`config.mk`:
```
export PLATFORM = sky130hd
export DESIGN_NAME = ultra_sonic
export DESIGN_NICKNAME = d
export VERILOG_FILES = /design/src/rtl/ultra_sonic.sv
export SDC_FILE = /design/constraint.sdc
export NUM_CORES = 1
export LEC_CHECK = 0
export ABC_AREA = 0
export CORE_UTILIZATION = 57
export CTS_CLUSTER_SIZE = 14
export DETAILED_ROUTE_END_ITERATION = 8
export HOLD_SLACK_MARGIN = 0.12
export PLACE_DENSITY = 0.79
export SYNTH_ARGS = -nofsm -noshare
export SYNTH_HDL_FRONTEND = slang
export SYNTH_SLANG_ARGS = --single-unit
```
`constraint.sdc`:
```
create_clock -name clk -period 2.75 [get_ports clk]
set_input_delay 0.825 -clock clk [delete_from_list [all_inputs] [get_ports clk]]
set_output_delay 0.825 -clock clk [all_outputs]
set_load 0.01 [all_outputs]
```
`src/rtl/ultra_sonic.sv`:
```
// HC-SR04 ranger driver: trigger pulse, echo width in clk cycles, hold-off; strobe per new width.
// Define ULTRA_SONIC_ECHO_SYNC_EN to put a 2-flop synchronizer on echo (adds 2 cycles, width unchanged).
module ultra_sonic #(
  parameter int unsigned TRIG_CYCLES  = 500,
  parameter int unsigned ECHO_TIMEOUT = 1000000,
  parameter int unsigned STALL_CYCLES = 600
) (
  input  logic        clk,
  input  logic        reset,
  input  logic        echo,
  output logic        trigger,
  output logic [31:0] read_data,
  output logic        read_data_valid
);

  localparam int unsigned MAX_TS  = (TRIG_CYCLES > STALL_CYCLES) ? TRIG_CYCLES : STALL_CYCLES;
  localparam int unsigned CNT_MAX = (MAX_TS > ECHO_TIMEOUT) ? MAX_TS : ECHO_TIMEOUT;
  localparam int          CW      = $clog2(CNT_MAX + 1);

  localparam logic [CW-1:0] TRIG_END  = CW'(TRIG_CYCLES);
  localparam logic [CW-1:0] WAIT_END  = CW'(ECHO_TIMEOUT - 1);
  localparam logic [CW-1:0] STALL_END = CW'(STALL_CYCLES);

  typedef enum logic [1:0] {TRIGGER, WAIT_ECHO, MEASURE, STALL} state_t;

  state_t        state, state_nxt;
  logic [CW-1:0] cnt, cnt_nxt;
  logic [31:0]   meas, meas_nxt;
  logic [31:0]   read_data_nxt;
  logic          read_data_valid_nxt;
  logic          echo_s;

`ifdef ULTRA_SONIC_ECHO_SYNC_EN
  logic [1:0] echo_sync;

  always_ff @(posedge clk) begin
    if (reset) echo_sync <= 2'b00;
    else       echo_sync <= {echo_sync[0], echo};
  end

  assign echo_s = echo_sync[1];
`else
  assign echo_s = echo;
`endif

  // trigger is registered from the next state so it is low during reset and
  // rises on the first clock after reset releases
  always_ff @(posedge clk) begin
    if (reset) begin
      state           <= TRIGGER;
      cnt             <= '0;
      meas            <= '0;
      trigger         <= 1'b0;
      read_data       <= '0;
      read_data_valid <= 1'b0;
    end else begin
      state           <= state_nxt;
      cnt             <= cnt_nxt;
      meas            <= meas_nxt;
      trigger         <= (state_nxt == TRIGGER);
      read_data       <= read_data_nxt;
      read_data_valid <= read_data_valid_nxt;
    end
  end

  // In TRIGGER and STALL cnt counts cycles already spent (entry value 1),
  // except right after reset where trigger has not yet gone high (cnt 0).
  always_comb begin
    state_nxt           = state;
    cnt_nxt             = cnt;
    meas_nxt            = meas;
    read_data_nxt       = read_data;
    read_data_valid_nxt = 1'b0;
    case (state)
      TRIGGER: begin
        if (cnt >= TRIG_END) begin
          state_nxt = WAIT_ECHO;
          cnt_nxt   = '0;
        end else begin
          cnt_nxt = cnt + 1'b1;
        end
      end
      WAIT_ECHO: begin
        // an unknown echo is not 1, so it never starts a measurement
        if (echo_s == 1'b1) begin
          state_nxt = MEASURE;
          meas_nxt  = 32'd1;
          cnt_nxt   = '0;
        end else if (cnt >= WAIT_END) begin
          state_nxt = STALL;
          cnt_nxt   = CW'(1);
        end else begin
          cnt_nxt = cnt + 1'b1;
        end
      end
      MEASURE: begin
        if (echo_s == 1'b1) begin
          if (meas != 32'hFFFF_FFFF) meas_nxt = meas + 32'd1;
        end else begin
          read_data_nxt       = meas;
          read_data_valid_nxt = 1'b1;
          state_nxt           = STALL;
          cnt_nxt             = CW'(1);
        end
      end
      STALL: begin
        if (cnt >= STALL_END) begin
          state_nxt = TRIGGER;
          cnt_nxt   = CW'(1);
        end else begin
          cnt_nxt = cnt + 1'b1;
        end
      end
      default: begin
        state_nxt = TRIGGER;
        cnt_nxt   = '0;
      end
    endcase
  end

endmodule

```
==> metrics.csv, run 1 <==
metric,value,unit
outcome,finished clean,
synth_edf_count,0,
hp-start,read_data[22],
grt_max_degree,31,
clk_latency,0.37,ns
ys_seq_elements,88,
grt_pass1_wl,14600,um
cap_violations,0,
crit_fanout,25,
r2r_cells,8,
rsz0062_at_grt,no,
yosysSeqAreaShare,43.2,%
ys_types,45,
die_area,0.00749,mm2
cts_max_path_buffers,2,
final_layout_size_suffix_gt1_share,7.34,%
cts_resized,0,
preCtsSetupSlack,-0.0158,ns
reg2reg_to,cnt[2],
final.setup.tns,0,ns
synthArstFlopShare,0,%
drt_iter0_drc,176,
numPortBuffers,36,
synthesis.nets,516,
num-nets-final,547,
critPathArrivalTime,2.63,ns
clock-root-buffer,clkbuf_8,
syn_avg_cell_area,7.99,um2
holdPathEnd,read_data[22],
dr.pass1.iters,4,
start_util,59.3,%
h-tree-depth,3,
drc,0,
fp.dieW,86.6,um
clkSinkCount,88,
crit_buf_inv,2,
setup_viol,0,
worstSetupStartpoint,reset,
reg2reg_slack,0.40,ns
leakage,1.68,nW
timing.clock.skew,0.0124,ns
crit_family,buffers and inverters,
worst_slack,0.354,ns
tightest_slew,0.700,ns
antenna_cells,0,
placedCellCount,626,
rows,30,
synth_area,0.00408,mm2
ys_warn_count,0,
gp_congestion,0.863,
cts_hold_buffers,0,
ios,37,
post-route-period-util,87.1,%
cts.clk_slew.worst_paths,0.09,ns
fin_area,0.00472,mm2
via_count,3674,
grt-ovfl-total,0,
stdcell_count,641,
hpwlAfterDp,6130,um
power_density,480,mW/mm2
crit_required,2.98,ns
synthToLayoutAreaGrowth,15.8,%
hold_violations,0,
cts_setup_buffers,0,
cts_tree,built,
whs,0.455,ns
wl_per_cell,13.9,um
netlist.area_leader.share,43.2,%
startpoint_type,input pin,
period_needed,2.40,ns
grt_pass1_vias,3188,
finalPower,2.26,mW
ys.flop_type,dfxtp_1,
core_region_area,0.00687,mm2
synth.area.top_cells,"dfxtp_1 43%, nand2_1 8.3%, a21oi_1 6.0%",
peakVddDrop,0.284,mV
drv_slew,0,
setup.worst_path.class,in -> reg,
final_antenna_net_count,0,
timing.fmax,0.417,GHz
antenna_found_initial,0,
die_height,86.6,um
final_util,68.7,%
slowest_delay,0.56,ns
multiInputGateArea,0.00212,mm2
routed_wl,8890,um
seqCellArea,0.00176,mm2
synth_cells,510,
globalRouteTotalUtil,24.7,%
viasPerCell,5.73,
fillers,580,
rr_startpoint,cnt[0],
cts_buffers,9,
cp_cell_sequence,clkdlybuf4s50_1 > nor2_1 > and4b_1 > a311o_2 > buf_4 > a21oi_1 > a31oi_1,
holdCritPathClass,reg -> reg,
slew_headroom,53.0,%
cp-end-kind,register,
placed_area,0.00453,mm2
slowest_stage,clkdlybuf4s50_1,
min_path_cells,2,
synth_area_leader_cell,dfxtp_1,
[cells by family (layout without fill, tap and decap cells)]
| group | after synthesis | in the layout | synth area share [%] |
|---|---|---|---|
| AOI/OAI and AO/OA | 98 | 98 | 14.2 |
| xor gates and xnor gates | 29 | 29 | 6.23 |
| adders and majority gates | 3 | 3 | 0.921 |
| buffers and inverters | 44 | 79 | 4.94 |
| DFF | 88 | 88 | 43.2 |
| muxes | 2 | 2 | 0.491 |
| and+or+nand+nor | 246 | 246 | 30.0 |
[worst max path at each step]
stage | end | slack [ns] | depth (start not counted)
global route | cnt[6] | 0.23 | 7
detailed placement | cnt[2] | -0.02 | 7
floorplan | cnt[8] | 0.40 | 8
global placement | cnt[2] | 0.05 | 7
CTS | cnt[2] | 0.36 | 7
finish | cnt[2] | 0.35 | 7
[layer usage]
layer / wire length [um] / GRT usage [%]
met1: 4040 / 31.9
met2: 4190 / 41.2
met3: 506 / 3.62
met4: 160 / 10.5
met5: 0 / 0
[synthesized netlist by cell type (6+ instances only)]
cell      count
a21oi_1      49
a31oi_1       8
and3_1       11
and4_1       12
buf_2         8
clkbuf_1     19
dfxtp_1      88
inv_1        11
nand2_1      90
nand2b_1      6
nand3_1      28
nand4_1      23
nor2_1       42
nor3_1        9
nor4_1        6
o21ai_0      17
xnor2_1       8
xor2_1       21
[report_power, final]
group,switching [mW],internal (mW)
Combinational,0.0428,0.0253
Sequential,0.0173,1.28
Clock,0.475,0.419
Total,0.535,1.73
[tightest hold or removal path, delay by kind of cell (launching register included)]
family | cells | cell delay (ns)
flops | 1 | 0.32
simple gates | 1 | 0.05
compound gates | 1 | 0.05
[cell type report]
| class | count | area share (%) |
|---|---|---|
| inverters | 11 | 0.875 |
| well taps | 96 | 2.55 |
| multi-input cells | 378 | 44.8 |
| flip-flops and latches | 88 | 37.3 |
| clock buffers | 9 | 2.62 |
| clock inverters | 6 | 1.46 |
| repair buffers | 53 | 10.3 |
[cell usage in the layout, fill, tap and decap left out, types with 3 or more instances in the layout]
cell,count
clkdlybuf4s50_1,36
a21oi_1,49
nor4_1,6
xnor2_1,8
nand3_1,28
a41oi_1,3
o21ai_0,17
or3_1,4
a22o_1,5
nor3_1,9
nand2_1,90
nor2_1,42
and2_1,4
and3_1,11
nor2b_1,4
ha_1,3
dfxtp_1,88
clkbuf_8,9
nand2b_1,6
a31oi_1,8
inv_1,11
buf_4,17
nand4_1,23
xor2_1,21
and4_1,12
[state kept, by name, indices dropped and copies added, names as in the netlist]
register         cells
trigger              1
cnt                 20
read_data_valid      1
read_data           32
meas                32
state                2
Note: power is estimated with default switching activity, not from simulation.
==> inputs of run 2 (changes only) <==
Settings changed: GPL_ROUTABILITY_DRIVEN set to 0.
==> run 2 against run 1 <==
Flip-flop and latch count is the same. Combinational power is essentially flat. Critical path depth grew 1. Power grew 4.1%. Register-to-register slack lost 0.02 ns. Critical path type unchanged. Critical endpoint is now cnt[13].
==> metrics.csv, run 2 (same netlist as run 1, synthesis figures left out) <==
metric,value,unit,change
rr_startpoint,cnt[0],,
grt-ovfl-total,0,,unchanged
top_usage_layer,met2,,
setup_viol,0,,unchanged
numPortBuffers,36,,unchanged
wl_per_cell,14.0,um,+1.2%
hpwlAfterDp,6150,um,+0.39%
period_needed,2.45,ns,+0.0568 ns
hp-start,read_data[16],,
viasPerCell,5.79,,+1.1%
cts_tree,built,,
cts_hold_buffers,0,,unchanged
fillers,570,,-1.7%
ios,37,,unchanged
fp.dieW,86.6,um,unchanged
clkSinkCount,88,,unchanged
clock-root-buffer,clkbuf_8,,
holdCritPathClass,reg -> reg,,
slowest_delay,0.60,ns,+0.04 ns
via_count,3719,,+1.2%
final_cell_mix,"90 x nand2_1, 88 x dfxtp_1, 49 x a21oi_1",,
final_common_cell,nand2_1,,
die_height,86.6,um,unchanged
core_region_area,0.00687,mm2,unchanged
cts_setup_buffers,0,,unchanged
top_regs,"meas: 32 flops, read_data: 32 flops, cnt: 20 flops",,
start_util,59.3,%,unchanged
antenna_cells,0,,unchanged
dr.pass1.iters,5,,+1
rsz0062_at_grt,no,,
post-route-period-util,89.2,%,+2.1 points
drv_slew,0,,unchanged
cts.clk_slew.worst_paths,0.09,ns,about the same
preCtsSetupSlack,-0.0852,ns,-0.0694 ns
timing.fmax,0.408,GHz,-2.3%
tightest_slew,0.621,ns,-0.0786 ns
rows,30,,unchanged
drt_iter0_drc,174,,-1.1%
drc,0,,unchanged
cp-end-kind,register,,
globalRouteTotalUtil,25.3,%,+0.60 points
power_density,496,mW/mm2,+3.5%
grt_use_met3,3.33,%,-0.29 points
routed_wl,9020,um,+1.4%
worst_slack,0.297,ns,-0.0568 ns
crit_fanout,27,,+8.0%
grt_pass1_wl,15200,um,+3.9%
num-nets-final,547,,unchanged
grt_pass1_vias,3327,,+4.4%
leakage,1.69,nW,+0.76%
met1_usage,32.9,%,+1.0 points
seqCellArea,0.00176,mm2,unchanged
reg2reg_to,cnt[13],,
use_met2,42.9,%,+1.7 points
hold_violations,0,,unchanged
synthToLayoutAreaGrowth,16.5,%,
cp_cell_sequence,clkdlybuf4s50_1 > nor2_1 > o21ai_0 > o21ai_1 > a311o_2 > buf_4 > a21oi_1 > mux2i_1,,
multiInputGateArea,0.00212,mm2,unchanged
min_path_cells,2,,unchanged
timing.clock.skew,0.0144,ns,+0.00205 ns
holdPathEnd,read_data[16],,
grt_max_degree,31,,unchanged
clk_latency,0.36,ns,about the same
final_layout_size_suffix_gt1_share,7.33,%,-0.013 points
slowest_stage,a311o_2,,
die_area,0.00749,mm2,unchanged
antenna_found_initial,0,,unchanged
r2r_cells,8,,unchanged
h-tree-depth,3,,unchanged
final_util,69.1,%,+0.40 points
finalPower,2.36,mW,+4.1%
startpoint_type,input pin,,
final_antenna_net_count,0,,unchanged
peakVddDrop,0.508,mV,+79%
critPathArrivalTime,2.69,ns,+0.06 ns
outcome,finished clean,,
slew_headroom,58.3,%,+5.3 points
setup.worst_path.class,in -> reg,,
cts_buffers,9,,unchanged
cap_violations,0,,unchanged
crit_required,2.99,ns,about the same
cts_resized,0,,unchanged
cts_max_path_buffers,2,,unchanged
reg2reg_slack,0.38,ns,-0.02 ns
run 2: cell types whose count changed in the layout (fill, tap and decap cells not counted), sizes merged:
cell    change
clkbuf      +1
clkinv      -1
bufinv      +1
run 2: area by class of cell:
type	count	share of cell area [%]
Sequential cell	88	37.1
Clock inverter	6	1.95
Tap cell	96	2.53
Timing Repair Buffer	53	10.3
Clock buffer	10	2.69
Multi-Input combinational cell	378	44.6
Inverter	11	0.870
run 2: routing by layer:
layer / wire (um) / vias to the layer above / share of wire [%]
met5: 0 / - / 0
met1: 4240 / 1789 / 47
met4: 81 / 0 / 0.90
met3: 322 / 9 / 3.6
li1: - / 1841 / -
met2: 4370 / 80 / 49
run 2: worst max path at each step:
stage / end / cells past startpoint / start / slack (ns)
finish: cnt[13] / 8 / echo / 0.30
global route: cnt[13] / 8 / cnt[0] / 0.13
CTS: cnt[13] / 8 / echo / 0.29
detailed placement: cnt[13] / 7 / reset / -0.09
global placement: cnt[13] / 7 / reset / 0.04
floorplan: cnt[8] / 8 / echo / 0.40
run 2: through the flow:
| stage | std cells | instance area (um2) | TNS (ns) | hold WS, ns |
|---|---|---|---|---|
| 6_report | 642 | 4750 | 0 | 0.456 |
| 5_1_grt | 642 | 4750 | 0 | 0.474 |
| 4_1_cts | 642 | 4750 | 0 | 0.459 |
| 3_5_place_dp | 626 | 4530 | -0.0914 | 0.446 |
| 3_3_place_gp | 626 | 4530 | 0 | 0.440 |
| 2_1_floorplan | 510 | 4080 | 0 | 0.441 |
run 2: worst max-delay path: cells and delay by family:
| kind | cells | cell delay, ns |
|---|---|---|
| buffers and inverters | 2 | 0.73 |
| AND/OR/NAND/NOR | 1 | 0.08 |
| AO/OA/AOI/OAI | 4 | 0.96 |
| multiplexers | 1 | 0.10 |
run 2: report_power, final:
group | switching, mW | internal (mW)
logic | 0.0428 | 0.0252
clock network | 0.471 | 0.519
registers | 0.0147 | 1.28
total | 0.529 | 1.83
